`src/rtl/aes_shift_rows_pipe.sv`:
```
`default_nettype none
// ============================================================================
//  Module   : aes_shift_rows_pipe
//  Purpose  : Elastic AES ShiftRows / InvShiftRows / bypass stage for the
//             round datapath. It processes LANES independent 128-bit states
//             per beat. Each beat's mode is picked at the input.
//             The transform is applied combinationally ahead of slot 0.
//             PIPE_STAGES register slots with valid/ready flow control follow
//             the transform and set the latency.
//  Ports    :
//    clk        in   rising-edge clock
//    rst_n      in   asynchronous active-low reset
//    in_valid   in   input beat present
//    in_ready   out  stage accepts a beat this cycle
//    in_mode    in   00 ShiftRows, 01 InvShiftRows, 10 bypass, 11 reserved
//    in_data    in   128*LANES, lane k at bits [128k+127:128k]
//    in_tag     in   TAG_W sideband, passed through unchanged
//    out_valid  out  output beat present
//    out_ready  in   downstream accepts the beat
//    out_data   out  transformed states
//    out_tag    out  tag of the beat on out_data
//    out_err    out  beat was accepted with the reserved mode
//    occupancy  out  number of valid slots held (0..PIPE_STAGES)
//  Revision : 1.0  initial release
// ============================================================================
module aes_shift_rows_pipe #(
  parameter int LANES       = 1,
  parameter int PIPE_STAGES = 1,
  parameter int TAG_W       = 4
) (
  input  logic                   clk,
  input  logic                   rst_n,
  input  logic                   in_valid,
  output logic                   in_ready,
  input  logic [1:0]             in_mode,
  input  logic [128*LANES-1:0]   in_data,
  input  logic [TAG_W-1:0]       in_tag,
  output logic                   out_valid,
  input  logic                   out_ready,
  output logic [128*LANES-1:0]   out_data,
  output logic [TAG_W-1:0]       out_tag,
  output logic                   out_err,
  output logic [2:0]             occupancy
);

  localparam int DW   = 128 * LANES;
  localparam int LAST = PIPE_STAGES - 1;

  localparam logic [1:0] MODE_FWD = 2'b00;
  localparam logic [1:0] MODE_INV = 2'b01;
  localparam logic [1:0] MODE_RSV = 2'b11;

  // Byte i of a state sits at bits [127-8i -: 8], with row r = i%4 and
  // column c = i/4. For forward, out[r][c] takes in[r][(c+r)%4]. For inverse,
  // it takes in[r][(c-r+4)%4]. The loops unroll into pure wiring.
  function automatic logic [127:0] shift_rows(input logic [127:0] s,
                                              input logic         inv);
    logic [127:0] r;
    int           src_c;
    r = '0;
    for (int c = 0; c < 4; c++) begin
      for (int row = 0; row < 4; row++) begin
        src_c = inv ? ((c - row + 4) % 4) : ((c + row) % 4);
        r[127 - 8*(row + 4*c) -: 8] = s[127 - 8*(row + 4*src_c) -: 8];
      end
    end
    return r;
  endfunction

  // --------------------------------------------------------------------------
  // Per-lane transform, ahead of slot 0
  // --------------------------------------------------------------------------
  logic [DW-1:0] xf_data;

  generate
    for (genvar k = 0; k < LANES; k++) begin : g_lane
      always_comb begin
        xf_data[128*k +: 128] = in_data[128*k +: 128];
        case (in_mode)
          MODE_FWD: xf_data[128*k +: 128] = shift_rows(in_data[128*k +: 128], 1'b0);
          MODE_INV: xf_data[128*k +: 128] = shift_rows(in_data[128*k +: 128], 1'b1);
          default:  xf_data[128*k +: 128] = in_data[128*k +: 128];
        endcase
      end
    end
  endgenerate

  // --------------------------------------------------------------------------
  // Elastic slot chain
  // --------------------------------------------------------------------------
  logic [PIPE_STAGES-1:0] slot_valid;
  logic [DW-1:0]          slot_data [PIPE_STAGES];
  logic [TAG_W-1:0]       slot_tag  [PIPE_STAGES];
  logic [PIPE_STAGES-1:0] slot_err;

  // The beat offered to each slot comes from the transform for slot 0 and
  // from the previous slot for every other slot.
  logic [PIPE_STAGES-1:0] up_valid;
  logic [DW-1:0]          up_data [PIPE_STAGES];
  logic [TAG_W-1:0]       up_tag  [PIPE_STAGES];
  logic [PIPE_STAGES-1:0] up_err;

  always_comb begin
    up_valid   = '0;
    up_err     = '0;
    up_valid[0] = in_valid;
    up_data[0]  = xf_data;
    up_tag[0]   = in_tag;
    up_err[0]   = (in_mode == MODE_RSV);
    for (int i = 1; i < PIPE_STAGES; i++) begin
      up_valid[i] = slot_valid[i-1];
      up_data[i]  = slot_data[i-1];
      up_tag[i]   = slot_tag[i-1];
      up_err[i]   = slot_err[i-1];
    end
  end

  // take[i] is set when slot i can load on this edge. The slot may be empty,
  // or the next slot may take its beat on the same edge. For the last slot,
  // the beat may leave through out_ready. The chain runs combinationally from
  // out_ready back to in_ready, so a full pipe still streams at one beat per
  // cycle.
  logic [PIPE_STAGES-1:0] take;
  logic                   chain;

  always_comb begin
    take  = '0;
    chain = out_ready;
    for (int i = LAST; i >= 0; i--) begin
      take[i] = !slot_valid[i] || chain;
      chain   = take[i];
    end
  end

  // Payload fields load only with a valid beat. An empty slot therefore keeps
  // its last contents, and the output holds after the pipe drains.
  always_ff @(posedge clk or negedge rst_n) begin
    if (!rst_n) begin
      slot_valid <= '0;
      slot_err   <= '0;
      for (int i = 0; i < PIPE_STAGES; i++) begin
        slot_data[i] <= '0;
        slot_tag[i]  <= '0;
      end
    end else begin
      for (int i = 0; i < PIPE_STAGES; i++) begin
        if (take[i]) begin
          slot_valid[i] <= up_valid[i];
          if (up_valid[i]) begin
            slot_data[i] <= up_data[i];
            slot_tag[i]  <= up_tag[i];
            slot_err[i]  <= up_err[i];
          end
        end
      end
    end
  end

  // --------------------------------------------------------------------------
  // Handshake outputs and occupancy
  // --------------------------------------------------------------------------
  logic accept;
  logic emit;

  assign in_ready  = take[0];
  assign out_valid = slot_valid[LAST];
  assign out_data  = slot_data[LAST];
  assign out_tag   = slot_tag[LAST];
  // The error flag is reported only with its own beat.
  assign out_err   = slot_valid[LAST] & slot_err[LAST];

  assign accept = in_valid && take[0];
  assign emit   = slot_valid[LAST] && out_ready;

  always_ff @(posedge clk or negedge rst_n) begin
    if (!rst_n) begin
      occupancy <= 3'd0;
    end else begin
      case ({accept, emit})
        2'b10:   occupancy <= occupancy + 3'd1;
        2'b01:   occupancy <= occupancy - 3'd1;
        default: occupancy <= occupancy;
      endcase
    end
  end

endmodule
`default_nettype wire
```
`config.mk`:
```
export PLATFORM = sky130hd
export DESIGN_NAME = aes_shift_rows_pipe
export DESIGN_NICKNAME = d
export VERILOG_FILES = /design/src/rtl/aes_shift_rows_pipe.sv
export SDC_FILE = /design/constraint.sdc
export NUM_CORES = 1
export LEC_CHECK = 0
export CAP_MARGIN = 20
export CELL_PAD_IN_SITES_DETAIL_PLACEMENT = 1
export CELL_PAD_IN_SITES_GLOBAL_PLACEMENT = 1
export CORE_MARGIN = 8
export CORE_UTILIZATION = 37
export CTS_CLUSTER_SIZE = 40
export DETAILED_ROUTE_END_ITERATION = 16
export PLACE_DENSITY = 0.84
export SLEW_MARGIN = 20
export SYNTH_ARGS = -nofsm -noshare
export SYNTH_HDL_FRONTEND = slang
export SYNTH_SLANG_ARGS = --single-unit
```
`constraint.sdc`:
```
create_clock -name clk -period 3.8 [get_ports clk]
set_input_delay 0.38 -clock clk [delete_from_list [all_inputs] [get_ports clk]]
set_output_delay 0.38 -clock clk [all_outputs]
set_load 0.005 [all_outputs]
```
==> summary.txt, run 1 <==
Status
  • Outcome: finished clean

Clocking
  • Root Driver: clkbuf_16
  • CTS sink count: roughly 140
  • CTS tree: done
  • CTS max path bufs: 2
  • Cts bufs inserted: 17
  • H-tree levels: 4
  • Worst skew pair latency: between 0.4 and 0.5 ns
  • Post-cts sizing count: 0
  • Setup bufs post-CTS: 0
  • Clock slew at reported path FFs: around 0.06 ns

Worst setup path
  • CP Capture Type: output port
  • Crit path max fanout: 35
  • Cells on worst reg2reg path: 4
  • Worst Setup SP: out_ready
  • Worst Path Required: 3.42 ns
  • Critical Path AT: between 1.5 and 2 ns
  • WS Path Type: input pin to output port
  • CP Launch Type: input pin
  • Worst R2R Start: out_valid

Route
  • Initial DRC Count: 144
  • Antenna viol nets, final: 0
  • Vias: between 5000 and 6000
  • Routed len/inst: about 22 um
  • DR vias/cell: ~5
  • DRC violations left: 0
  • Routed wire length: between 20000 and 25000 um
  • DRT Pass-1 Iters: 4

Synth
  • Synthesized flop and latch total: around 140
  • Synth warn: 0
  • Syn_nets: ~660
  • Synth Area per Inst: around 14 um2
  • Top-count cell post-synth: mux2_2
  • Top_reg_cell synth: dfrtp_1
  • Post-synthesis async set-or-reset flop share: 1.00
  • Sequential-to-total area share from yosys stat: 0.480
  • Top cells by area, synth: dfrtp_1 (48%), mux2_2 (25%), mux2_1 (7.7%)
  • Gate Count Post-Synth: between 500 and 600
  • Most frequent cells after synthesis: mux2_2 (156), dfrtp_1 (137), a21oi_1 (64)
  • Yosys top cell by area: dfrtp_1
  • Mapped Area: just over 7000 um2
  • Synth unique cells: 21
  • Post-synth EDFFs: 0
  • Post-synth top area share: 0.480

Final layout
  • Fillers: 1921
  • Layout cells sized above 1: 0.280
  • Area of the multi-input gates: roughly 3400 um2
  • Ant. Diodes: 0
  • NumNets Final: slightly above 900
  • Sequential Area: 3430 um2
  • Synthesis-to-finish area growth: 49.6%
  • Finished Layout Cells: around 1100
  • Core Util, Final: 0.556

Die
  • Die width: 155 um
  • Die Area: about 24000 um2
  • Core area: 19200 um2
  • Io pins: between 200 and 300
  • Initial Util: 0.372
  • DIE HEIGHT: 155 um
  • Row cnt: 51

GRT
  • Vias in the first global route: between 6000 and 7000
  • Total track usage: 0.196
  • Global-route wire length before repair: 36800 um
  • Gr ovfl total: 0
  • Largest net degree at the start of global routing: 134
  • Initial antenna violation count: 0

Timing
  • Final-report setup violation count: 0
  • Final hold vios: 0
  • Rel. slew slack: 0.423
  • Worst Skew: between 0.006 and 0.007 ns
  • Worst slew pin tran: slightly below 0.9 ns
  • Post-route setup TNS: 0 ns
  • Slack of the critical path: 1.46 ns
  • Fmax achieved: between 400 and 500 MHz
  • Minimum clock period: 2.34 ns
  • RSZ-0062 raised after global routing: false
  • Tcrit/Tclk final: 0.616
  • Max Slew Vio Count: 0

Placed design
  • DP Wirelength: between 15000 and 20000 um
  • Worst Setup Slack post-DPL: between 1 and 1.5 ns
  • RePlAce Congestion: 0.760
  • Port bufs: between 200 and 300
  • DP Cell Count: ~1000

Pwr
  • Total power: between 5 and 6 mW
  • Pwr/cell area: around 470 nW/um2
  • Leakage: around 4.4 nW
  • Worst vdd ir: ~340 uV

Run
  • Max Cap Viol: 0

Worst hold path
  • Hold Crit Class: input pin to async pin
==> sequential cells by signal (all words and copies together) (netlist names) <==
name and count:
occupancy 3, out_data 128, out_tag 4, out_valid 1, slot_err 1
==> cell families after synthesis <==
family	after synthesis	synth area share
multiplexers	260	0.417
flip-flops	137	0.480
AO/OA/AOI/OAI	66	0.0463
buffers and inverters	46	0.0422
AND/OR/NAND/NOR	8	0.00666
XOR/XNOR	3	0.00368
adder cells (fa/ha/maj)	2	0.00456
==> path summary, 6_finish.rpt <==
check	slack, ns	to
min reg2reg	0.48	occupancy[2]
min	0.47	out_data[37]
max	1.46	in_ready
max reg2reg	1.89	out_tag[2]
max in group asynchronous	2.34	out_data[3]
min in group clk	0.48	occupancy[2]
==> placed cells by master (no fill, tap or decap), types with 2 or more instances in the layout <==
| cell | netlist | layout |
|---|---|---|
| clkinv_2 | 0 | 2 |
| xor2_1 | 2 | 2 |
| dfrtp_1 | 137 | 137 |
| clkdlybuf4s50_1 | 0 | 272 |
| a21oi_1 | 64 | 64 |
| inv_6 | 0 | 4 |
| mux2_2 | 156 | 156 |
| mux2_1 | 49 | 49 |
| clkbuf_16 | 0 | 17 |
| bufinv_16 | 0 | 4 |
| buf_4 | 0 | 9 |
| inv_1 | 5 | 5 |
| mux2_4 | 23 | 23 |
| mux2i_1 | 32 | 32 |
| o21ai_0 | 2 | 2 |
| nand2b_1 | 2 | 2 |
| and2_1 | 2 | 2 |
| clkinvlp_4 | 0 | 2 |
==> where the power goes <==
group	total (mW)	internal, mW	switching [mW]
logic	1.37	0.882	0.490
clock network	1.81	1.12	0.682
registers	1.87	1.71	0.160
total	5.05	3.72	1.33
==> stage by stage <==
step | cell area, um2 | hold slack (ns)
floorplan | 7140 | 0.0844
global placement | 10000 | 0.471
detailed placement | 10000 | 0.483
CTS | 10600 | 0.134
global route | 10700 | 0.507
finish | 10700 | 0.471
==> timing repair <==
item	4_1_cts	5_1_grt
endpoints found under the hold margin	0	48
setup endpoints to repair	0	0
hold buffers	0	1
==> critical path, stage by stage <==
cell and delay [ns]:
clkdlybuf4s50_1 0.47, nand2b_1 0.13, buf_4 0.36, clkdlybuf4s50_1 0.60
==> per-layer routing <==
metal	part of all wire	track usage	routed length, um
met5	0	0	0
met4	0.032	0.0742	748
met3	0.070	0.0702	1650
met2	0.53	0.356	12500
met1	0.36	0.204	8500
==> final cells by class <==
type,count,share of cell area
clock buffers,19,0.0415
repair buffers,286,0.268
multi-input cells,339,0.319
clock inverters,13,0.0177
inverters,5,0.00176
well taps,265,0.0310
flip-flops and latches,137,0.321
No activity file was read; power rests on OpenSTA's default activity.
==> run 2, diff against run 1 <==
CORE_UTILIZATION = 35   (was 37)
PLACE_DENSITY = 0.8   (was 0.84)
clock period = 2.3 ns   (was 3.8 ns; I/O delays follow)
==> run 2 against run 1 <==
Effect of this change: clock-buffer cell count is 2 higher; flip-flop and latch count stayed put; worst setup slack worse by 1.3 ns; critical endpoint unchanged; highest routed layer unchanged.
==> summary.txt, run 2 (synthesized netlist as in run 1, its figures left out) <==
Status
  • Outcome: finished clean

Placed design
  • Port bufs: ~280
  • RePlAce Congestion: ~0.8
  • DP Wirelength: between 15000 and 20000 um

Clocking
  • Cts bufs inserted: 17
  • Setup bufs post-CTS: 0
  • Root Driver: clkbuf_16
  • CTS tree: done
  • Worst skew pair latency: 0.41 ns
  • Clock slew at reported path FFs: 0.06 ns
  • CTS max path bufs: 2
  • H-tree levels: 4
  • CTS sink count: about 140

Route
  • DR vias/cell: 4.94
  • Routed len/inst: ~22 um
  • Initial DRC Count: between 100 and 150
  • DRT Pass-1 Iters: 4
  • Antenna viol nets, final: 0
  • DRC violations left: 0
  • Vias: 5295
  • Routed wire length: ~23000 um

Final layout
  • Layout cells sized above 1: 0.282
  • NumNets Final: between 900 and 1000
  • Commonest non-fill, non-tap cells in the layout: clkdlybuf4s50_1 (272), mux2_2 (156), dfrtp_1 (137)
  • Commonest non-fill, non-tap cell in the layout: clkdlybuf4s50_1
  • Synthesis-to-finish area growth: 50.1%
  • Max reg flops: ~130

Die
  • Row cnt: 52
  • Io pins: around 280
  • Initial Util: 0.355
  • Die width: ~160 um
  • Die Area: roughly 25000 um2
  • DIE HEIGHT: 159 um
  • Core area: roughly 20000 um2

Timing
  • Post-route setup TNS: 0 ns
  • Minimum clock period: roughly 2.1 ns
  • Hold slack: roughly 0.32 ns
  • Worst slew pin tran: around 0.48 ns
  • Tcrit/Tclk final: 0.909
  • Rel. slew slack: 0.678
  • Max Slew Vio Count: 0
  • RSZ-0062 raised after global routing: false
  • Final hold vios: 0
  • Final-report setup violation count: 0
  • Worst Skew: between 0.006 and 0.007 ns
  • Fmax achieved: around 480 MHz

Pwr
  • Pwr/cell area: 771 nW/um2
  • Worst vdd ir: roughly 500 uV
  • Leakage: ~4.4 nW

Worst setup path
  • WS Path Type: flip-flop to output port
  • Worst Path Required: around 2.1 ns
  • Critical Path AT: 1.86 ns
  • Crit-path cells: nand2b_1 -> buf_4 -> clkdlybuf4s50_1
  • CP Capture Type: output port
  • CP max-delay cell: clkdlybuf4s50_1
  • Slowest stage delay, CP: between 0.5 and 0.6 ns
  • Reg2reg setup slack: ~0.46 ns
  • Crit path max fanout: 35
  • Cells on worst reg2reg path: 9
  • CP Launch Type: flip-flop

GRT
  • Global-route wire length before repair: 37200 um
  • Largest net degree at the start of global routing: 68
  • Gr ovfl total: 0
  • Total track usage: 0.186
  • Vias in the first global route: between 6000 and 7000
  • Initial antenna violation count: 1

Worst hold path
  • Hold Crit Class: input pin to async pin

Run
  • Max Cap Viol: 0
[run 2: cell count changes in the layout (fill, tap and decap cells not counted)]
cell	change
buf_12	+3
buf_16	-1
clkbuf_1	+2
clkinvlp_4	+1
diode_2	+1
fa_1	-1
fa_2	+1
ha_1	-1
ha_2	+1
inv_6	-3
[run 2: critical path: cells and delay by family, from the launching register on]
kind,cells,cell delay (ns)
flops,1,0.40
buf+inv,2,0.93
simple gates,1,0.11
[run 2: worst paths after layout]
path                         startpoint            to
max                           out_valid      in_ready
min                               rst_n  out_data[53]
max reg2reg                   out_valid  occupancy[2]
min reg2reg                occupancy[2]  occupancy[2]
max in group asynchronous         rst_n   out_data[7]
min in group clk             in_mode[0]      slot_err
[run 2: metal layers]
layer | global-route usage | up-vias | wire [um]
met5 | 0 | - | 0
met4 | 0.0965 | 0 | 856
met3 | 0.0538 | 41 | 1410
met2 | 0.332 | 174 | 12300
met1 | 0.194 | 2661 | 8870
li1 | - | 2419 | -
[run 2: what timing repair did]
item                                   CTS  global route
gates resized for setup                  0             0
hold buffers                             1             0
endpoints found under the hold margin   45             0
[run 2: power breakdown]
part	switching (mW)	internal (mW)	total [mW]
Combinational	0.811	1.46	2.27
Clock	1.06	1.85	2.91
Sequential	0.251	2.83	3.08
[run 2: area by class of cell]
type / count / area [um2]
diodes: 1 / 2.50
clock buffers: 21 / 450
clock inverters: 11 / 170
fillers: 2005 / 9380
inverters: 5 / 18.8
multi-input cells: 339 / 3420
flip-flops and latches: 137 / 3430
well taps: 270 / 338
repair buffers: 288 / 2900
[run 2: metrics by stage]
step                power [mW]  instance area (um2)  setup WS (ns)  instances   util
floorplan                 3.96                 7150         0.0233        522      -
global placement          5.32                10100          0.187       1038  0.502
detailed placement        5.43                10100          0.108       1038  0.502
CTS                       8.39                10700          0.180       1071  0.533
global route              8.66                10700          0.107       1072  0.533
finish                    8.26                10700          0.210       1072  0.533
